**config.mk**
```make
export PLATFORM = sky130hd
export DESIGN_NAME = tlc_phase_monitor
export DESIGN_NICKNAME = d
export VERILOG_FILES = /design/src/rtl/tlc_phase_monitor.sv
export SDC_FILE = /design/constraint.sdc
export NUM_CORES = 1
export LEC_CHECK = 0
export CAP_MARGIN = 15
export CORE_MARGIN = 5
export CORE_UTILIZATION = 40
export CTS_CLUSTER_SIZE = 10
export DETAILED_ROUTE_END_ITERATION = 10
export GPL_TIMING_DRIVEN = 0
export PLACE_DENSITY = 0.65
export SLEW_MARGIN = 30
export SYNTH_ARGS = -nofsm -noshare
export SYNTH_HDL_FRONTEND = slang
export SYNTH_SLANG_ARGS = --single-unit
```
**constraint.sdc**
```tcl
create_clock -name CK -period 2.89 [get_ports CK]
set_input_delay 0.289 -clock CK [delete_from_list [all_inputs] [get_ports CK]]
set_output_delay 0.289 -clock CK [all_outputs]
set_load 0.005 [all_outputs]
```
**src/rtl/tlc_phase_monitor.sv**
```systemverilog
// Receive-side safety monitor for the two-road traffic-light lamps: decodes phases, times dwell, flags errors.
// Optional build macro TLC_MON_CYCLE_COUNT_EN adds the CYCLES output counting completed FY->HG cycles.
module tlc_phase_monitor #(
  parameter int unsigned MIN_GREEN  = 4,
  parameter int unsigned MIN_YELLOW = 2,
  parameter int unsigned MAX_YELLOW = 8,
  parameter int unsigned CNT_W      = 8
) (
  input  logic             CK,
  input  logic             RST,
  input  logic             EN,
  input  logic [2:0]       HL,
  input  logic [2:0]       FL,
  output logic [1:0]       PHASE,
  output logic             SYNCED,
  output logic [CNT_W-1:0] DWELL,
  output logic             PHASE_CHG,
  output logic             ERR,
  output logic [2:0]       ERR_CODE
`ifdef TLC_MON_CYCLE_COUNT_EN
  ,
  output logic [15:0]      CYCLES
`endif
);

  localparam logic [1:0] PH_HG = 2'd0;
  localparam logic [1:0] PH_FY = 2'd3;

  localparam logic [2:0] C_NONE    = 3'd0;
  localparam logic [2:0] C_ILLEGAL = 3'd1;
  localparam logic [2:0] C_ORDER   = 3'd2;
  localparam logic [2:0] C_SHORT_G = 3'd3;
  localparam logic [2:0] C_SHORT_Y = 3'd4;
  localparam logic [2:0] C_LONG_Y  = 3'd5;

  typedef enum logic {S_SYNC, S_LOCKED} state_t;

  state_t           r_state;
  logic [2:0]       r_hl_q;
  logic [2:0]       r_fl_q;
  logic [1:0]       r_phase;
  logic [CNT_W-1:0] r_dwell;
  logic             r_chg;
  logic             r_err;
  logic [2:0]       r_err_code;
`ifdef TLC_MON_CYCLE_COUNT_EN
  logic [15:0]      r_cycles;
`endif

  logic             w_legal;
  logic [1:0]       w_p;
  logic [1:0]       w_succ;
  logic [2:0]       w_code;
  logic [CNT_W-1:0] w_dwell_inc;

  // Lamp pattern decode of the registered pins.
  always_comb begin
    w_legal = 1'b1;
    w_p     = 2'd0;
    case ({r_hl_q, r_fl_q})
      6'b001_100: w_p = 2'd0;
      6'b010_100: w_p = 2'd1;
      6'b100_001: w_p = 2'd2;
      6'b100_010: w_p = 2'd3;
      default:    w_legal = 1'b0;
    endcase
  end

  assign w_succ      = r_phase + 2'd1;
  assign w_dwell_inc = (r_dwell == {CNT_W{1'b1}}) ? r_dwell : r_dwell + CNT_W'(1);

  // At most one condition applies per edge; odd phases are the yellows.
  always_comb begin
    w_code = C_NONE;
    if (r_state == S_LOCKED) begin
      if (!w_legal) begin
        w_code = C_ILLEGAL;
      end else if (w_p == r_phase) begin
        if (r_phase[0] && (r_dwell == CNT_W'(MAX_YELLOW))) w_code = C_LONG_Y;
      end else if (w_p == w_succ) begin
        if (!r_phase[0] && (r_dwell < CNT_W'(MIN_GREEN)))     w_code = C_SHORT_G;
        else if (r_phase[0] && (r_dwell < CNT_W'(MIN_YELLOW))) w_code = C_SHORT_Y;
      end else begin
        w_code = C_ORDER;
      end
    end
  end

  always_ff @(posedge CK or posedge RST) begin
    if (RST) begin
      r_state    <= S_SYNC;
      r_hl_q     <= 3'd0;
      r_fl_q     <= 3'd0;
      r_phase    <= 2'd0;
      r_dwell    <= '0;
      r_chg      <= 1'b0;
      r_err      <= 1'b0;
      r_err_code <= 3'd0;
`ifdef TLC_MON_CYCLE_COUNT_EN
      r_cycles   <= 16'd0;
`endif
    end else if (EN) begin
      r_hl_q <= HL;
      r_fl_q <= FL;
      r_chg  <= 1'b0;
      if ((w_code != C_NONE) && !r_err) begin
        r_err      <= 1'b1;
        r_err_code <= w_code;
      end
      case (r_state)
        S_SYNC: begin
          if (w_legal) begin
            r_state <= S_LOCKED;
            r_phase <= w_p;
            r_dwell <= CNT_W'(1);
          end
        end
        S_LOCKED: begin
          if (!w_legal) begin
            r_state <= S_SYNC;
            r_dwell <= '0;
          end else if (w_p == r_phase) begin
            r_dwell <= w_dwell_inc;
          end else begin
            r_phase <= w_p;
            r_dwell <= CNT_W'(1);
            r_chg   <= 1'b1;
`ifdef TLC_MON_CYCLE_COUNT_EN
            // FY->HG is always the in-order successor, never a resync.
            if ((r_phase == PH_FY) && (w_p == PH_HG)) r_cycles <= r_cycles + 16'd1;
`endif
          end
        end
        default: r_state <= S_SYNC;
      endcase
    end else begin
      r_chg <= 1'b0;
    end
  end

  assign PHASE     = r_phase;
  assign SYNCED    = (r_state == S_LOCKED);
  assign DWELL     = r_dwell;
  assign PHASE_CHG = r_chg;
  assign ERR       = r_err;
  assign ERR_CODE  = r_err_code;
`ifdef TLC_MON_CYCLE_COUNT_EN
  assign CYCLES    = r_cycles;
`endif

endmodule

```
==> impl_metrics.ini <==
[outcome]
outcome = finished clean

[sta]
max_freq_mhz = 411
report.final.slew_viol_count = 0
fin_tns_setup_ps = 0
worstMarginPinSlew_ps = 823
max_slew_margin = 0.450
min_period_ps = 2430
finalHoldViolations = 0
finalSetupViolations = 0
post-route-period-util = 0.841
fin_worst_skew_ps = 12.2
grt_setup_unrepaired = false

[grt]
grt_pass1_wl_um = 5250
grt_pass1_vias = 1189
grt_overflow_total = 0
gr-usage-all-layers = 0.149
antenna_found_initial = 0
grt_max_degree = 23

[critical_path]
cp_top_family = simple AND/OR/NAND/NOR gates
slowest_stage = or4b_4
crit_path_max_incr_delay_ps = 580
critPathRequiredTime_ps = 3150
cp.arrival_ps = 2690
regToRegStartpoint = r_hl_q[0]$_DFFE_PP0P_
critPathKind = flop to flop
crit_start = r_hl_q[0]$_DFFE_PP0P_
endpoint_kind = flop
path_buf_inv = 0
cp-start-kind = flop
worstPathCellList = or4b_4 -> o32ai_2 -> nor2_1 -> nor3_1 -> nor3b_1 -> or3_1
path_max_fanout = 6

[floorplan]
io_pins = 25
start_util = 0.425
core_area_um2 = 3100
core.rowCount = 20
die_y_um = 67.4
die_area_um2 = 4550
die_w_um = 67.4

[detailed_routing]
vias = 1184
drtPass1Iterations = 4
ant_nets = 0
first_iter_violations = 46
finalWirelength_um = 3090
viasPerCell = 5.64
wire_per_inst_um = 14.7
drcViolationCount = 0

[clocking]
clk_path_buf_depth = 2
cts_root_buf = clkbuf_4
clkLatencyLatePin_ps = 320
hold_buffers = 0
cts.sinks = 22
cts_buffers = 3
cts_resized = 0
cts_tree = done
cts_setup_buffers = 0
htree_levels = 1
clk_pin_slew_ps = 130

[logic_synthesis]
syn_area_um2 = 1320
synth.distinct_cells = 49
synth.area.top_cells = dfrtp_1, mux2_2, o21ai_1
seq_area_frac_synth = 0.417
netlist_instances = 138
syn_avg_cell_area_um2 = 9.56
yosysTopAreaCell = dfrtp_1
synth_common_cells = dfrtp_1, inv_1, nand2_1, o21ai_1, a21oi_1
synth_edf_count = 0
yosys_warnings = 0
synth-seq-cells = 22
synth_async_sr_flop_share = 1.00
synth_most_common_cell = dfrtp_1
synth_top_area_share = 0.417
synth_ff_type = dfrtp_1
synthesis.nets = 149

[flow_run]
drv_cap = 0

[final_layout]
antennaDiodeCount = 0
seq_area_um2 = 551
fin_util = 0.537
final_nets = 178
multi_input_area_um2 = 719
layout-drive-gt1-share = 0.145
fillers = 313
final_cell_area_um2 = 1670
area_growth_pct = 26.4

[worst_hold_path]
worstHoldPathType = input port to asynchronous set/reset pin

[power_and_ir_drop]
power.density_nw_per_um2 = 588
leakage_uw = 0.000627
peakVddDrop_v = 0.000254

[place]
gp_congestion = 0.848
hpwl_um = 2370
portBuffers = 24
dpl_cell_area_um2 = 1610
-- placed cells by master, fill, tap and decap left out, drive strengths merged, types with 2 or more instances in the layout --
cell	instances
mux2	5
a21o	2
or2	2
ha	2
and3	2
a211oi	2
xnor2	2
nand2	10
nand3	7
nor3b	2
a41oi	2
clkdlybuf4s50	24
nor2	6
nand4bb	2
inv	11
a21oi	10
dfrtp	22
or3	3
nand4	2
a31oi	2
o21ai	13
o31ai	4
nor3	7
clkbuf	4
or4b	2
-- flip-flops by register name, indices dropped and copies added, names as in the netlist --
signal and cells:
DWELL 8, ERR 1, ERR_CODE 3, PHASE 2, PHASE_CHG 1, SYNCED 1, r_fl_q 3, r_hl_q 3
-- cell families after synthesis --
logic type / count (synthesis) / synth area share
buffers and inverters: 13 / 0.0370
AO/OA/AOI/OAI: 45 / 0.244
XOR/XNOR: 2 / 0.0133
adder cells (fa/ha/maj): 2 / 0.0190
multiplexers: 5 / 0.0427
flip-flops: 22 / 0.417
AND/OR/NAND/NOR: 49 / 0.227
-- metal layers --
layer  GRT usage  vias to the layer above  wire [um]
met4      0.0253                        0          6
met5           0                        -          0
met1       0.196                      569       1420
met2       0.249                       32       1520
met3      0.0399                        3        145
li1            -                      580          -
-- stage by stage --
| stage | worst slack [ps] | power [uW] | hold slack (ps) | instances |
|---|---|---|---|---|
| CTS | 460 | 989 | 449 | 210 |
| finish | 459 | 980 | 412 | 210 |
| global placement | 586 | 741 | 489 | 206 |
| detailed placement | 502 | 750 | 507 | 206 |
| floorplan | 684 | 605 | 278 | 138 |
| global route | 230 | 1050 | 497 | 210 |
-- power by group --
group / leakage, uW / internal [uW] / switching (uW)
clock network: 0.0000279 / 140 / 97.5
logic: 0.000320 / 172 / 157
registers: 0.000279 / 356 / 57.2
-- cell type report --
class / instances / area share
sequential: 22 / 0.330
clock buffer: 3 / 0.0135
tap: 44 / 0.0330
multi-input combinational: 103 / 0.432
inverter: 11 / 0.0248
timing repair buffer: 24 / 0.144
clock inverter: 1 / 0.0180
buffer: 2 / 0.00450
-- worst reg2reg max path, stage by stage, from the launching register on --
cell and delay, ps:
dfrtp_1 470, or4b_4 580, o32ai_2 460, nor2_1 150, nor3_1 230, nor3b_1 330, or3_1 160
-- path summary, 6_finish.rpt --
path / slack [ps] / depth (start not counted) / to
max: 460 / 6 / ERR$_DFFE_PP0P_
min reg2reg: 520 / 1 / ERR_CODE[2]$_DFFE_PP0P_
min: 410 / 2 / r_hl_q[1]$_DFFE_PP0P_
min in group CK: 520 / 1 / ERR_CODE[2]$_DFFE_PP0P_
max reg2reg: 460 / 6 / ERR$_DFFE_PP0P_
max in group asynchronous: 1960 / 2 / ERR_CODE[0]$_DFFE_PP0P_
Note: power is estimated with default switching activity, not from simulation.
